## config.mk

```make
export PLATFORM = sky130hd
export DESIGN_NAME = pc_gen
export DESIGN_NICKNAME = d
export VERILOG_FILES = /design/src/rtl/pc_gen_pkg.sv /design/src/rtl/pc_gen_ras.sv /design/src/rtl/pc_gen.sv
export SDC_FILE = /design/constraint.sdc
export NUM_CORES = 1
export LEC_CHECK = 0
export BUFFER_PORTS_ARGS = -buffer_cell sky130_fd_sc_hd__buf_2
export CAP_MARGIN = 20
export CORE_MARGIN = 2
export CORE_UTILIZATION = 60
export DETAILED_ROUTE_END_ITERATION = 6
export GPL_ROUTABILITY_DRIVEN = 0
export GPL_TIMING_DRIVEN = 0
export PLACE_DENSITY = 0.9
export REMOVE_ABC_BUFFERS = 1
export SLEW_MARGIN = 0
export SYNTH_ARGS = -nofsm -noshare
export SYNTH_HDL_FRONTEND = slang
export SYNTH_SLANG_ARGS = --single-unit
export TNS_END_PERCENT = 20
```

## constraint.sdc

```tcl
create_clock -name clk -period 8.6 [get_ports clk]
set_clock_uncertainty 0.1 [all_clocks]
set_input_delay 1.29 -clock clk [delete_from_list [all_inputs] [get_ports clk]]
set_output_delay 1.29 -clock clk [all_outputs]
set_load 0.01 [all_outputs]
```

## src/rtl/pc_gen_pkg.sv

```systemverilog
// Shared definitions for the PC generation stage: RV32I opcodes, link-register
// indices and immediate extraction helpers used by static next-PC prediction.
package pc_gen_pkg;

  localparam logic [6:0] OP_JAL    = 7'b1101111;
  localparam logic [6:0] OP_JALR   = 7'b1100111;
  localparam logic [6:0] OP_BRANCH = 7'b1100011;

  localparam logic [4:0] REG_RA = 5'd1;
  localparam logic [4:0] REG_T0 = 5'd5;

  localparam logic [31:0] NOP_INST = 32'h0000_0013;

  function automatic logic [31:0] j_imm(input logic [31:0] inst);
    return {{12{inst[31]}}, inst[19:12], inst[20], inst[30:21], 1'b0};
  endfunction

  function automatic logic [31:0] b_imm(input logic [31:0] inst);
    return {{20{inst[31]}}, inst[7], inst[30:25], inst[11:8], 1'b0};
  endfunction

  function automatic logic is_link(input logic [4:0] r);
    return (r == REG_RA) || (r == REG_T0);
  endfunction

endpackage

```

## src/rtl/pc_gen_ras.sv

```systemverilog
// Circular return-address stack. Pushing when full silently overwrites the
// oldest entry; popping when empty is ignored. The top entry is read combinationally.
module pc_gen_ras #(
  parameter int DEPTH = 4
) (
  input  logic                     clk,
  input  logic                     srst,
  input  logic                     push,
  input  logic                     pop,
  input  logic                     replace,
  input  logic [31:0]              wdata,
  output logic [31:0]              top,
  output logic [$clog2(DEPTH):0]   count,
  output logic                     empty,
  output logic                     full
);

  localparam int PTR_W = $clog2(DEPTH);
  localparam int CNT_W = PTR_W + 1;

  logic [31:0]      entry_reg [DEPTH];
  logic [PTR_W-1:0] ptr_reg;
  logic [PTR_W-1:0] ptr_next;
  logic [CNT_W-1:0] count_reg;
  logic [CNT_W-1:0] count_next;
  logic [PTR_W-1:0] wr_idx;
  logic             wr_en;

  assign empty = (count_reg == '0);
  assign full  = (count_reg == CNT_W'(DEPTH));
  assign count = count_reg;
  assign top   = entry_reg[ptr_reg];

  // A push writes one slot above the current top; replace rewrites the top in place.
  assign wr_idx = push ? ptr_reg + 1'b1 : ptr_reg;
  assign wr_en  = push | replace;

  genvar gi;
  generate
    for (gi = 0; gi < DEPTH; gi++) begin : g_entry
      always_ff @(posedge clk) begin
        if (srst) begin
          entry_reg[gi] <= '0;
        end else if (wr_en && (wr_idx == PTR_W'(gi))) begin
          entry_reg[gi] <= wdata;
        end
      end
    end
  endgenerate

  always_comb begin
    ptr_next   = ptr_reg;
    count_next = count_reg;
    if (push) begin
      ptr_next = ptr_reg + 1'b1;
      if (!full) begin
        count_next = count_reg + 1'b1;
      end
    end else if (pop && !empty) begin
      ptr_next   = ptr_reg - 1'b1;
      count_next = count_reg - 1'b1;
    end
  end

  always_ff @(posedge clk) begin
    if (srst) begin
      ptr_reg   <= '0;
      count_reg <= '0;
    end else begin
      ptr_reg   <= ptr_next;
      count_reg <= count_next;
    end
  end

endmodule

```

## src/rtl/pc_gen.sv

```systemverilog
// Fetch PC register with same-cycle static prediction (JAL taken, backward
// branches taken, returns via RAS); execute redirects and stalls override it.
module pc_gen
  import pc_gen_pkg::*;
#(
  parameter logic [31:0] RESET_PC  = 32'h0000_0000,
  parameter int          RAS_DEPTH = 4
) (
  input  logic        clk,
  input  logic        rst,
  input  logic        stall,
  input  logic        redirect_valid,
  input  logic [31:0] redirect_pc,
  input  logic [31:0] inst,
  input  logic        is_jump,
  input  logic        is_jal,
  input  logic        is_jalr,
  input  logic        is_branch,
  output logic [31:0] pc,
  output logic        pred_taken,
  output logic [31:0] pred_target
);

  localparam int CNT_W = $clog2(RAS_DEPTH) + 1;

  logic [31:0]      pc_reg;
  logic [31:0]      pc_next;
  logic [31:0]      pc_plus4;
  logic [4:0]       rd;
  logic [4:0]       rs1;
  logic             rd_link;
  logic             rs1_link;
  logic             advance;
  logic             ras_push;
  logic             ras_pop;
  logic             ras_replace;
  logic [31:0]      ras_top;
  logic [CNT_W-1:0] ras_count;
  logic             ras_empty;
  logic             ras_full;

  assign pc       = pc_reg;
  assign pc_plus4 = pc_reg + 32'd4;
  assign rd       = inst[11:7];
  assign rs1      = inst[19:15];
  assign rd_link  = is_link(rd);
  assign rs1_link = is_link(rs1);
  assign advance  = !rst && !redirect_valid && !stall;

  always_comb begin
    pred_taken  = 1'b0;
    pred_target = pc_plus4;
    ras_push    = 1'b0;
    ras_pop     = 1'b0;
    ras_replace = 1'b0;
    if (is_jump) begin
      if (is_jal) begin
        pred_taken  = 1'b1;
        pred_target = pc_reg + j_imm(inst);
        ras_push    = rd_link;
      end else if (is_jalr) begin
        if (rd_link && rs1_link) begin
          // Co-routine swap needs a valid top; with an empty stack it degrades to a plain call.
          if ((rd == rs1) || ras_empty) begin
            ras_push = 1'b1;
          end else begin
            pred_taken  = 1'b1;
            pred_target = ras_top;
            ras_replace = 1'b1;
          end
        end else if (rs1_link) begin
          ras_pop = 1'b1;
          if (!ras_empty) begin
            pred_taken  = 1'b1;
            pred_target = ras_top;
          end
        end else if (rd_link) begin
          ras_push = 1'b1;
        end
      end else if (is_branch) begin
        pred_taken = inst[31];
        if (inst[31]) begin
          pred_target = pc_reg + b_imm(inst);
        end
      end
    end
  end

  always_comb begin
    pc_next = pc_reg;
    if (rst) begin
      pc_next = RESET_PC;
    end else if (redirect_valid) begin
      pc_next = redirect_pc;
    end else if (!stall) begin
      pc_next = pred_target;
    end
  end

  always_ff @(posedge clk) begin
    pc_reg <= pc_next;
  end

  pc_gen_ras #(
    .DEPTH(RAS_DEPTH)
  ) u_ras (
    .clk     (clk),
    .srst    (rst),
    .push    (ras_push & advance),
    .pop     (ras_pop & advance),
    .replace (ras_replace & advance),
    .wdata   (pc_plus4),
    .top     (ras_top),
    .count   (ras_count),
    .empty   (ras_empty),
    .full    (ras_full)
  );

  // Decode flags from fetch must agree with the opcode they claim to describe.
  always_ff @(posedge clk) begin
    if (!rst) begin
      assert (!(ras_full && ras_empty) && (ras_count <= CNT_W'(RAS_DEPTH)));
      if (is_jump) begin
        assert (!is_jal || (inst[6:0] == OP_JAL));
        assert (!is_jalr || (inst[6:0] == OP_JALR));
        assert (!is_branch || (inst[6:0] == OP_BRANCH));
      end
    end
  end

endmodule

```

* After elaboration in Yosys (flattened, before gate mapping)
Memories as Yosys holds them, arrays and structs flattened. A register that Yosys moved wholly into a read port is not among the register bits.
Cells that the tools add are included.
** Storage, ports and cells
- Register bits :: 37
- Memory bits (writable) :: 128
- Input port bits :: 72
- Output and inout bits :: 65
- Word-level logic and storage cells :: 110
- Memories kept :: 1
** Memory list
- u_ras.entry_reg :: words 4, bits a word 32, read ports 1, clocked after Yosys merged registers in 1, wr ports 4, line pc_gen_ras.sv:21 : logic [31:0] entry_reg [DEPTH];
** Cells by class
- $add $sub $neg :: 7
- Eq/ne operators :: 11
- Mux-type cells :: 61
- Bitwise operators :: 8
- Reductions and logical operators :: 19
** Operators with widths (count)
- $mux 32 :: 15
- $add 32x32->32 :: 2
- $mux 1 :: 38
- $add 32x3->32 const B :: 1
- $eq 5x1->1 const B :: 2
- $eq 5x3->1 const B :: 2
- $mux 2 :: 5
- $mux 3 :: 3
- $logic_and 1x1->1 :: 8
- $eq 5x5->1 :: 1
- $or 1x1->1 :: 5
- $eq 2x2->1 const B :: 2
- $logic_not 1->1 :: 4
- $add 3x1->3 const B :: 1
- $and 1x1->1 :: 3
- $eq 3x3->1 const B :: 1
- $logic_not 3->1 :: 1
- $logic_or 1x1->1 :: 3
- $sub 3x1->3 const B :: 1
- $add 2x1->2 const B :: 1
- $eq 2x1->1 const B :: 1
- $logic_not 2->1 :: 1
- $ne 2x1->1 const B :: 1
- $ne 2x2->1 const B :: 1
- 3 further kinds :: 3

* Longest topological paths before layout
- Word-level depth :: 16
- Depth in mapped cells :: 12
- Mapped depth without buffers :: 12

* Hierarchy
Synthesis repeated with hierarchy kept, for this count alone.
** Second synthesis, totals
- Cells, all modules :: 1293
- Area, all modules :: 12284.3 µm²
** By module, submodules not included
- pc_gen :: times used 1, cells each 923, area each 6288.5 µm², seq. area each 640.6 µm²
- pc_gen_ras :: times used 1, cells each 370, area each 5995.8 µm², seq. area each 3983.8 µm²

* Worst setup path before layout
Ideal clock, no wire load.
- Path type :: input port to output port
- From :: in inst[21]
- To :: out pred_target[25]
- Arrival :: 3.539 ns
- Setup slack :: 3.671 ns
- Cell stages on the path :: 11
- Path through :: ha_1 inv_1 fa_1 nand2b_1 a21o_1 a21oi_2 o41ai_4 o31ai_1 nand2_1 and4_1 o31a_1
** On the way
- Longest elaborated chain between the ends :: 3
** Ends and longest elaborated chain
- from (decl) :: line pc_gen.sv:14 : input logic [31:0] inst,
- $add 32x32->32 :: line pc_gen.sv:59 : pred_target = pc_reg + j_imm(inst);
- $mux 32 :: line pc_gen.sv:57 : if (is_jal) begin
- $mux 32 :: line pc_gen.sv:56 : if (is_jump) begin
- to (decl) :: line pc_gen.sv:21 : output logic [31:0] pred_target
Every way passes these cells.

* Worst setup path in the final report
- From :: in is_jal
- To :: out pred_target[13]
** On the way
- Longest elaborated chain between the ends :: 2
** Ends and longest elaborated chain
- from (decl) :: line pc_gen.sv:16 : input logic is_jal,
- $mux 32 :: line pc_gen.sv:57
- $mux 32 :: line pc_gen.sv:56
Every way passes these cells.

==> results.json <==
{
  "initial_core_util": 0.613,
  "synthCells": 1260,
  "postCtsSetupBuffers": 0,
  "design.core.area_um2": 19500,
  "period_share": 0.708,
  "cp_common_cell": "buf_2",
  "wl_um": 39900,
  "antenna_left": 0,
  "antenna_found_initial": 0,
  "fin_nets": 1448,
  "grt_pass1_wl_um": 60800,
  "fillers": 1376,
  "synth_area_um2": 11900,
  "cellLeakagePower_nw": 5.02,
  "firstDrtPassIters": 7,
  "post_drt_wl_per_cell_um": 24.8,
  "grt_pass1_vias": 11047,
  "synth-seq-cells": 167,
  "worst_pin_slew_ps": 1130,
  "yosys-top-cells-area": "edfxtp_1 (32%), dfxtp_1 (6.5%), mux4_2 (6.0%)",
  "cts_buffers": 17,
  "synth_most_common_cell": "nor2_1",
  "ys_seq_area_frac": 0.388,
  "syn_area_per_cell_um2": 9.47,
  "violations": "design-rule violations",
  "worst_path_max_delay_cell": "inv_1",
  "row_count": 51,
  "cp_cell_sequence": "buf_2 -> inv_1 -> nand2_1 -> o211ai_1 -> clkinv_1 -> o221ai_1 -> buf_2",
  "worstPathArrival_ps": 4700,
  "final_util": 0.680,
  "yosys_warnings": 0,
  "io_buffer_count": 129,
  "yosysTopAreaCellShare": 0.322,
  "synth-edff-count": 128,
  "multiInputGateArea_um2": 6820,
  "hp-class": "reg2reg",
  "synth_commonest_cells": "nor2_1 (176), edfxtp_1 (128), nand2_1 (93)",
  "yosys_most_used_dff": "edfxtp_1",
  "ctsResizeCount": 0,
  "drc_errors": 8,
  "timing.fmax_mhz": 164,
  "vias_per_cell": 7.24,
  "hold_buffers": 0,
  "clkSinkCount": 167,
  "setup_viol": 0,
  "max_slew_margin": 0.241,
  "placed_cells": 1573,
  "rsz0062_at_grt": "false",
  "clk_pin_slew_worst_paths_ps": 70,
  "ir_worst_vdd_v": 0.000118,
  "endpoint_kind": "output port",
  "drv_cap": 0,
  "powerDensity_nw_per_um2": 172,
  "dr.first_iter.drc_count": 2329,
  "async_reset_ff_frac": 0,
  "dieArea_um2": 21000,
  "hpwlAfterDp_um": 27500,
  "largest_reg_flops": 128,
  "clockBufferDepth": 2,
  "finalHoldViolCount": 0,
  "layout-drive-gt1-share": 0.197,
  "crit_type": "in2out",
  "path_delay_family": "buffers and inverters",
  "grt_use_total": 0.371,
  "fin_setup_tns_ps": 0,
  "fp.dieH_um": 145,
  "cts_max_level": 4,
  "ff_latch_area_um2": 4630,
  "start_kind": "input port",
  "crit_fanout": 33,
  "areaGrowthSynthToFinish_pct": 10.9,
  "path_buf_inv": 4,
  "cts_root_buffer": "clkbuf_16",
  "die_x_um": 145,
  "io_pins": 137,
  "vias": 11629,
  "fin_crit_ps": 6090,
  "cts_tree": "yes",
  "grt_start_max_net_pins": 34,
  "synth_cell_types": 90,
  "worstSkewPairLatency_ps": 450,
  "grt_overflow_total": 0,
  "crit_path_max_incr_delay_ps": 770,
  "yosysTopAreaCell": "edfxtp_1",
  "status": "complete, but fails checks",
  "final_cells": 1606,
  "holdWs_ps": 427,
  "drv_slew": 0,
  "cp.required_ps": 7210
}
==> cells in the final DEF, fill, tap and decap left out, types with 6 or more instances in the layout <==
cell type | netlist | final
nor3_1 | 26 | 25
o211ai_1 | 21 | 21
a21oi_1 | 83 | 83
and3_1 | 9 | 9
a31oi_1 | 19 | 19
o21ai_0 | 65 | 65
ha_1 | 46 | 46
xor2_1 | 38 | 38
and4_1 | 10 | 10
nand2_1 | 93 | 89
a211oi_1 | 11 | 11
edfxtp_1 | 128 | 128
nor2_1 | 176 | 175
clkbuf_16 | 0 | 17
a221oi_1 | 7 | 7
a221o_1 | 16 | 16
o221ai_1 | 8 | 8
nand2b_1 | 14 | 14
nor2_2 | 27 | 28
mux4_2 | 32 | 32
a21o_1 | 21 | 21
nand3_1 | 33 | 32
nor3b_1 | 17 | 17
and2_1 | 14 | 14
inv_1 | 28 | 28
xnor2_1 | 31 | 31
dfxtp_1 | 39 | 37
buf_2 | 14 | 129
o21a_1 | 6 | 6
or3_1 | 9 | 9
mux2i_1 | 6 | 6
nand4_1 | 14 | 14
==> through the flow <==
step | cell area, µm² | setup WS [ps] | power, mW
final | 13200 | 2510 | 2.28
after global routing | 13200 | 2600 | 2.33
after CTS | 13200 | 2790 | 2.24
after detailed placement | 12600 | 2750 | 1.46
after global placement | 12500 | 1660 | 1.45
after floorplan | 11500 | 3440 | 1.28
==> final cells by class <==
class	instances	area share
sequential	167	0.350
clock buffer	17	0.0322
multi-input combinational	976	0.516
antenna	1	0.000189
tap	265	0.0251
inverter	30	0.00851
timing repair buffer	135	0.0564
clock inverter	15	0.0122
==> metal layers <==
metal	share of wire	GRT usage	vias up
met5	0	0	-
met4	0.068	0.216	0
met3	0.15	0.0984	288
met2	0.44	0.568	1123
met1	0.34	0.476	5360
li1	-	-	4858
==> where the power goes <==
| group | total [mW] | internal (mW) | leakage [nW] | switching, mW |
|---|---|---|---|---|
| registers | 0.940 | 0.898 | 1.65 | 0.0415 |
| logic | 0.546 | 0.193 | 3.09 | 0.353 |
| clock network | 0.794 | 0.435 | 0.290 | 0.359 |
==> kinds of logic after synthesis <==
group,share of synthesized area
muxes,0.0664
xor gates and xnor gates,0.0588
adders and majority gates,0.0533
AOI/OAI and AO/OA,0.202
DFF,0.388
and+or+nand+nor,0.189
buffers and inverters,0.0427
==> worst paths after layout <==
path                                startpoint                      to  slack [ps]  cells past startpoint
worst max register to register  u_ras.count[0]  u_ras.entry_reg[3][17]        4300                      7
worst min-delay path            u_ras.count[2]          u_ras.count[2]         430                      2
worst min register to register  u_ras.count[2]          u_ras.count[2]         430                      2
worst max-delay path                    is_jal         pred_target[13]        2510                      7
==> worst reg2reg max path, cell delays in order (launching register included) <==
cell	delay, ps
dfxtp_1	360
o31a_1	400
o21ai_1	420
o31a_2	360
inv_1	190
ha_1	380
nand3b_1	670
nand2_2	1010
No activity file was read; power rests on OpenSTA's default activity.
